$ cat config.mk
export PLATFORM = sky130hd
export DESIGN_NAME = blowfish128_ffunc
export DESIGN_NICKNAME = d
export VERILOG_FILES = /design/src/rtl/blowfish128_ffunc.sv
export SDC_FILE = /design/constraint.sdc
export NUM_CORES = 1
export LEC_CHECK = 0
export ABC_AREA = 1
export CAP_MARGIN = 20
export CORE_ASPECT_RATIO = 1.2
export CORE_UTILIZATION = 51
export CTS_CLUSTER_DIAMETER = 200
export CTS_CLUSTER_SIZE = 24
export DETAILED_ROUTE_END_ITERATION = 16
export PLACE_DENSITY_LB_ADDON = 0.2
export SLEW_MARGIN = 30
export SYNTH_ARGS = -nofsm -noshare
export SYNTH_HDL_FRONTEND = slang
export SYNTH_SLANG_ARGS = --single-unit
$ cat constraint.sdc
create_clock -name Clk -period 2.9 [get_ports Clk]
set_clock_uncertainty 0.15 [all_clocks]
set_input_delay 0.58 -clock Clk [delete_from_list [all_inputs] [get_ports Clk]]
set_output_delay 0.58 -clock Clk [all_outputs]
set_load 0.01 [all_outputs]
$ cat src/rtl/blowfish128_ffunc.sv
// -----------------------------------------------------------------------------
// blowfish128_ffunc
//
// Blowfish-128 round function F. The block captures a 64-bit half-block from
// the core, performs eight sequential S-box reads through a synchronous,
// single-port S-box read interface and folds the returned words into a 64-bit
// result using alternating add/xor, all modulo 2^64.
//
// Lookup k (k = 0..7) reads box k at the index given by byte k of the captured
// input, where byte 0 is the most significant byte. The fold sequence is:
//   acc = S0 ; acc += S1 ; acc ^= S2 ; acc += S3 ;
//   acc ^= S4 ; acc += S5 ; acc ^= S6 ; acc += S7
//
// Ports
//   Clk           in   1   clock, rising edge
//   RstN          in   1   asynchronous, active-low reset
//   ffunc_enable  in   1   request from core, held high with stable X
//   X             in  64   F-function input half-block
//   ffunc_ready   out  1   one-cycle pulse, Y holds a new result
//   Y             out 64   F result, registered, held until next completion
//   sbox_valid    in   1   S-box store has been initialised
//   sbox_en       out  1   S-box read strobe
//   sbox_addr     out 11   {box[2:0], index[7:0]}
//   sbox_rdata    in  64   read data, valid the cycle after sbox_en
// -----------------------------------------------------------------------------
module blowfish128_ffunc (
  input  logic        Clk,
  input  logic        RstN,
  input  logic        ffunc_enable,
  input  logic [63:0] X,
  output logic        ffunc_ready,
  output logic [63:0] Y,
  input  logic        sbox_valid,
  output logic        sbox_en,
  output logic [10:0] sbox_addr,
  input  logic [63:0] sbox_rdata
);

  localparam logic [1:0] ST_IDLE    = 2'd0;
  localparam logic [1:0] ST_RUN     = 2'd1;
  localparam logic [1:0] ST_DONE    = 2'd2;
  localparam logic [1:0] ST_WAITLOW = 2'd3;

  // Byte k of a half-block; byte 0 is the most significant byte.
  function automatic logic [7:0] byte_sel(input logic [63:0] xr, input logic [2:0] k);
    logic [7:0] b;
    case (k)
      3'd0:    b = xr[63:56];
      3'd1:    b = xr[55:48];
      3'd2:    b = xr[47:40];
      3'd3:    b = xr[39:32];
      3'd4:    b = xr[31:24];
      3'd5:    b = xr[23:16];
      3'd6:    b = xr[15:8];
      3'd7:    b = xr[7:0];
      default: b = 8'd0;
    endcase
    return b;
  endfunction

  // One fold step: word 0 seeds the accumulator, odd words add, even words xor.
  function automatic logic [63:0] fold_step(input logic [63:0] acc,
                                            input logic [63:0] data,
                                            input logic [2:0]  k);
    logic [63:0] r;
    if (k == 3'd0) begin
      r = data;
    end else if (k[0]) begin
      r = acc + data;
    end else begin
      r = acc ^ data;
    end
    return r;
  endfunction

  logic [1:0]  state_r, state_s;
  logic [63:0] xr_r, xr_s;
  logic [3:0]  idx_r, idx_s;
  logic [63:0] acc_r, acc_s;
  logic [63:0] y_r, y_s;
  logic        ready_r, ready_s;
  logic        sbox_en_r, sbox_en_s;
  logic [10:0] sbox_addr_r, sbox_addr_s;

  // idx_r counts RUN edges since capture; edge n issues read n and folds word n-2.
  logic [3:0]  next_idx_s;
  logic [2:0]  fold_k_s;

  assign next_idx_s = idx_r + 4'd1;
  // Modulo-8 subtraction is exact for the fold window n = 2..9.
  assign fold_k_s   = next_idx_s[2:0] - 3'd2;

  // Next-state, read-issue and fold logic.
  always_comb begin
    state_s     = state_r;
    xr_s        = xr_r;
    idx_s       = idx_r;
    acc_s       = acc_r;
    y_s         = y_r;
    ready_s     = 1'b0;
    sbox_en_s   = 1'b0;
    sbox_addr_s = 11'd0;

    case (state_r)
      ST_IDLE: begin
        if (ffunc_enable && sbox_valid) begin
          // Read 0 is issued straight from X on the capture edge.
          xr_s        = X;
          idx_s       = 4'd0;
          acc_s       = 64'd0;
          sbox_en_s   = 1'b1;
          sbox_addr_s = {3'd0, byte_sel(X, 3'd0)};
          state_s     = ST_RUN;
        end else begin
          state_s     = ST_IDLE;
        end
      end

      ST_RUN: begin
        if (!ffunc_enable) begin
          // Abort: partial result is discarded, Y and ready untouched.
          idx_s   = 4'd0;
          acc_s   = 64'd0;
          state_s = ST_IDLE;
        end else begin
          idx_s = next_idx_s;

          if (next_idx_s <= 4'd7) begin
            sbox_en_s   = 1'b1;
            sbox_addr_s = {next_idx_s[2:0], byte_sel(xr_r, next_idx_s[2:0])};
          end else begin
            sbox_en_s   = 1'b0;
            sbox_addr_s = 11'd0;
          end

          if (next_idx_s >= 4'd2) begin
            acc_s = fold_step(acc_r, sbox_rdata, fold_k_s);
          end else begin
            acc_s = acc_r;
          end

          if (next_idx_s == 4'd9) begin
            y_s     = acc_s;
            ready_s = 1'b1;
            idx_s   = 4'd0;
            state_s = ST_DONE;
          end else begin
            state_s = ST_RUN;
          end
        end
      end

      ST_DONE: begin
        acc_s   = 64'd0;
        state_s = ST_WAITLOW;
      end

      ST_WAITLOW: begin
        // One result per request: wait for the core to release enable.
        if (!ffunc_enable) begin
          state_s = ST_IDLE;
        end else begin
          state_s = ST_WAITLOW;
        end
      end

      default: begin
        idx_s   = 4'd0;
        acc_s   = 64'd0;
        state_s = ST_IDLE;
      end
    endcase
  end

  // State and output registers with asynchronous reset.
  always_ff @(posedge Clk or negedge RstN) begin
    if (!RstN) begin
      state_r     <= ST_IDLE;
      xr_r        <= 64'd0;
      idx_r       <= 4'd0;
      acc_r       <= 64'd0;
      y_r         <= 64'd0;
      ready_r     <= 1'b0;
      sbox_en_r   <= 1'b0;
      sbox_addr_r <= 11'd0;
    end else begin
      state_r     <= state_s;
      xr_r        <= xr_s;
      idx_r       <= idx_s;
      acc_r       <= acc_s;
      y_r         <= y_s;
      ready_r     <= ready_s;
      sbox_en_r   <= sbox_en_s;
      sbox_addr_r <= sbox_addr_s;
    end
  end

  assign ffunc_ready = ready_r;
  assign Y           = y_r;
  assign sbox_en     = sbox_en_r;
  assign sbox_addr   = sbox_addr_r;

endmodule

; After elaboration in Yosys (flattened, before gate mapping)
; Index checks and enable logic that the tools add are counted.
[word_totals]
ff_bits = 211
latchBits = 0
mem_bits_rw = 0
romBits = 0
inputBits = 132
elab_cells = 63
n_memories = 0
[op_classes]
n_addsub = 3
n_mul = 0
div_mod_pow = 0
magnitude_cmp = 2
n_eq_ne = 12
shifts = 0
n_mux = 27
bitwise_logic = 1
reduce_logical = 10
[op_table]
columns = cell, count
row1 = 64-bit two-way mux, 5
row2 = 64-bit case mux with 3 select lines, 1
row3 = 64-bit adder, 1
row4 = 8-bit case mux with 8 select lines, 1
row5 = 64-bit XOR, 1
row6 = 11-bit two-way mux, 2
row7 = 11-bit case mux with 2 select lines, 1
row8 = "3-bit equality test, second input constant", 4
row9 = 4-bit two-way mux, 3
row10 = 8-bit two-way mux, 1
row11 = 2-bit case mux with 4 select lines, 1
row12 = 4-bit case mux with 2 select lines, 1
row13 = 1-bit two-way mux, 7
row14 = "3-bit by 2-bit equality test with 1-bit output, second input constant", 2
row15 = 3-bit logical NOT, 2
row16 = 2-bit two-way mux, 3
row17 = 2-bit AND reduction, 3
row18 = "4-bit by 1-bit adder with 4-bit output, second input constant", 1
row19 = "2-bit equality test, second input constant", 2
row20 = "4-bit equality test, second input constant", 1
row21 = "4-bit by 2-bit >= comparator with 1-bit output, second input constant", 1
row22 = "4-bit by 3-bit less-or-equal comparator with 1-bit output, second input constant", 1
row23 = "3-bit by 1-bit equality test with 1-bit output, second input constant", 1
row24 = 3-bit AND reduction, 1
row25 = 8 further kinds, 8

; Longest topological paths before layout
[depth]
depth_word = 7
mapped_depth = 19

; Worst setup path after synthesis
; Ideal clock, no wire load.
[synth_path]
path_kind = reg2reg
startpoint = register idx_r[0]
endpoint = register y_r[2], in the netlist Y[2]
setup_time_ns = 0.077
arrival_ns = 2.707
required_ns = 2.673
setup_slack_ns = -0.034
path_stages_with_launch = 13
n_path_buf = 4
period_less_slack_ns = 2.934
path_cell_list = dfrtp_1 clkinv_1 buf_2 buf_1 ha_1 ha_1 nor2_1 buf_2 clkbuf_1 nand2_1 o211ai_1 o211ai_1 o21ai_1
[synth_between]
elab_chain_cells = 5
[synth_lines]
columns = element, line_no
row1 = from (decl), 78  ; logic [3:0] idx_r, idx_s;
row2 = from (signal assigned), 189  ; idx_r <= idx_s;
row3 = 4-bit by 1-bit adder with 4-bit output *, 89  ; assign next_idx_s = idx_r + 4'd1;
row4 = 3-bit by 2-bit subtractor with 3-bit output, 91  ; assign fold_k_s = next_idx_s[2:0] - 3'd2;
row5 = 3-bit logical NOT / 64-bit two-way mux (equally long branches), "66, 68"
row6 = 64-bit two-way mux, 66  ; if (k == 3'd0) begin
row7 = 64-bit two-way mux, 136  ; if (next_idx_s >= 4'd2) begin
row8 = to (signal assigned), 191  ; y_r <= y_s;
row9 = to (decl), 80  ; logic [63:0] y_r, y_s;
; Mark *: on every way between the ends. The rest lies on a longest branch, timed or not.
; A chain may end at the register's enable or synchronous reset.

; Final worst setup path
[layout_path]
startpoint = input sbox_rdata[5]
endpoint = register y_r[16], in the netlist Y[16]
[layout_between]
elab_chain_cells = 4
[layout_lines]
columns = element, line_no
row1 = from (decl), 36  ; input logic [63:0] sbox_rdata
row2 = 64-bit adder, 69  ; r = acc + data;
row3 = 64-bit two-way mux, 68  ; end else if (k[0]) begin
row4 = 64-bit two-way mux, 66
row5 = 64-bit two-way mux, 136
; Every way passes these cells.

==> impl_metrics.ini <==
[clocking]
cts_root_buffer = clkbuf_16
h-tree-depth = 1
clk_latency_ns = 0.50
cts_tree = built
clk_path_buf_depth = 3
cts_buffers = 12
cts.sinks = 211
path_clk_slew_ns = 0.10

[logic_synthesis]
ys_async_sr_fraction_pct = 100
synth_edf_count = 0
ys_seq_elements = 211
netlist_area_um2 = 15100
syn-mean-instance-area_um2 = 6.62
syn_nets = 2485
synthFlopType = dfrtp_1
synth.distinct_cells = 52
ys_seq_area_share_pct = 34.9
synthCells = 2283
yosysWarnings = 0

[floorplanning]
num_io_pins = 209
row_count = 68
die_h_um = 191
core_um2 = 28900
die_area_um2 = 30300
start_util_pct = 52.3
die_w_um = 159

[timing]
max_freq_mhz = 353
period_needed_ns = 2.83
setup_viol = 0
hold_violations = 0
grt_setup_unrepaired = true
finalCritPeriodShare_pct = 97.7
final-max-slew-violation-count = 0
tightest_slew_ns = 0.596
finalSetupTns_ns = 0
slew-limit-headroom_pct = 60.3

[place]
io_buffers = 208
gp_routability_congestion = 1.01
dp.cells = 3043
dp_hpwl_um = 42500

[finish]
drive_gt1_share_pct = 16.6
final_cells = 3061
syn_to_final_growth_pct = 34.0
antennaDiodeCount = 0
nNetsFinal = 2878

[global_routing]
antenna_found_initial = 0
grt_pass1_vias = 16300
track_usage_pct = 36.1
grt_start_max_net_pins = 98
grt_pass1_wl_um = 85800
overflow = 0

[route]
vias = 16700
wire_per_inst_um = 17.9
drtPass1Iterations = 5
drt_iter0_drc = 1331
post_drt_via_cell_ratio = 5.47
drc = 0
ant_nets = 0
drt_wl_total_um = 54900

[power_and_ir_drop]
power_leakage_nw = 10.5
powerDensity_nw_per_um2 = 925
power_mw = 18.7
worst_ir_drop_vdd_uv = 604

[worst_setup_path]
cp-end-kind = flop
crit_fanout = 3
required_ns = 3.18
crit_start = sbox_rdata[5]
r2r-start = acc_r[5]
arrival_ns = 3.11
startpoint_type = primary input
crit_type = primary input to flop

[job]
drv_cap = 0

[min_path]
hold_path_class = flop to flop
hp-start = idx_r[3]

[status]
status = finished clean
layout by cell type, fill, tap and decap left out, types with 6 or more instances in the layout:
cell type,count
nor3_1,7
buf_4,231
clkbuf_16,13
o21ai_1,48
a221oi_1,7
nand2_1,906
xnor2_1,15
nand3b_1,9
nand3_2,16
a21o_1,7
xor2_1,7
nand4_1,7
o21bai_1,14
o211ai_1,25
dfrtp_1,211
a21oi_2,17
clkdlybuf4s50_1,197
ha_1,46
nand2_2,38
nand3_1,180
or2_2,29
inv_2,9
a22o_1,7
o21ai_0,72
inv_1,216
nor2_1,132
dlymetal6s2s_1,10
ha_4,21
nor2_2,26
a21oi_1,87
nor2_4,6
buf_12,16
synthesized netlist by cell type, types with 16 or more instances:
library cell,n,share of area (%)
o21ai_1,42,1.4
o21ai_0,78,2.6
nand3_1,195,6.5
dfrtp_1,211,35
buf_2,25,0.83
or2_2,29,1.2
clkbuf_1,39,0.97
nand2_1,928,23
a21oi_1,103,3.4
nor2_1,145,3.6
nand2_2,16,0.66
inv_1,216,5.4
o211ai_1,25,1.2
ha_1,69,5.7
kinds of logic (layout without fill, tap and decap cells):
logic type | count (synthesis) | after routing | synth area share [%]
fa+ha+maj | 70 | 70 | 5.84
simple gates | 1373 | 1373 | 38.1
flops | 211 | 211 | 34.9
xor+xnor | 23 | 23 | 1.38
compound gates | 303 | 303 | 11.5
buf+inv | 303 | 696 | 8.19
stage by stage:
stage	setup WS (ns)	utilization [%]	hold slack (ns)	instance area, µm²
after global routing	-0.0431	70.1	0.335	20300
after CTS	0.00546	68.1	0.315	19700
after detailed placement	-0.580	66.9	0.301	19400
after floorplan	0.0332	-	0.134	15100
final	0.0677	70.1	0.311	20300
after global placement	-0.514	66.9	0.301	19400
worst paths after layout:
path                                 to  slack [ns]  depth (start not counted)
min reg2reg                sbox_addr[8]        0.31                          1
max                               Y[16]        0.07                         15
min                        sbox_addr[8]        0.31                          1
max reg2reg                       Y[16]        0.18                         14
min in group asynchronous     acc_r[51]        0.49                          2
max in group asynchronous       xr_r[8]        1.35                          3
power breakdown:
group / leakage (nW) / switching, mW / total (mW) / internal, mW
Combinational: 7.58 / 6.97 / 12.2 / 5.21
Clock: 0.160 / 1.03 / 1.84 / 0.810
Sequential: 2.79 / 0.801 / 4.73 / 3.93
Total: 10.5 / 8.80 / 18.7 / 9.95
flip-flops by register name, summed over array words and instances, names as in the netlist:
register and flops:
Y 64, acc_r 64, xr_r 64, sbox_addr 11, idx_r 4, state_r 2
ffunc_ready 1, sbox_en 1
worst max-delay path, stage by stage:
cell and delay [ns]:
clkdlybuf4s50_1 0.44, ha_1 0.33, buf_4 0.15, a21oi_1 0.29, nor2_1 0.07, nor2_1 0.14, nand2_2 0.09, nand2_1 0.08
nand2_2 0.09, buf_4 0.15, nand2_1 0.08, xor2_1 0.07, o211ai_1 0.29, nand3_1 0.16, nand2_1 0.10
timing repair:
item / CTS / global route
hold buffers: 1 / 0
resized for setup: 4 / 111
pin swaps: 4 / 16
endpoints found under the hold margin: 52 / 0
setup endpoints to repair: 11 / 99
cloned: 0 / 0
setup buffers: 0 / 3
layout make-up:
class,count,area [µm²]
multi-input cells,1769,9150
fillers,2529,8660
flip-flops and latches,211,5280
repair buffers,456,4180
inverters,226,848
well taps,385,482
clock buffers,13,325
clock inverters,1,7.51
layer usage:
layer / part of all wire (%) / up-vias / track usage, % / routed length (µm)
li1: - / 8070 / - / -
met1: 41 / 7920 / 44.9 / 22400
met2: 48 / 622 / 62.1 / 26300
met3: 5.7 / 136 / 3.89 / 3110
met4: 5.5 / 0 / 18.6 / 3040
met5: 0 / - / 0 / 0
Note: power is estimated with default switching activity, not from simulation.
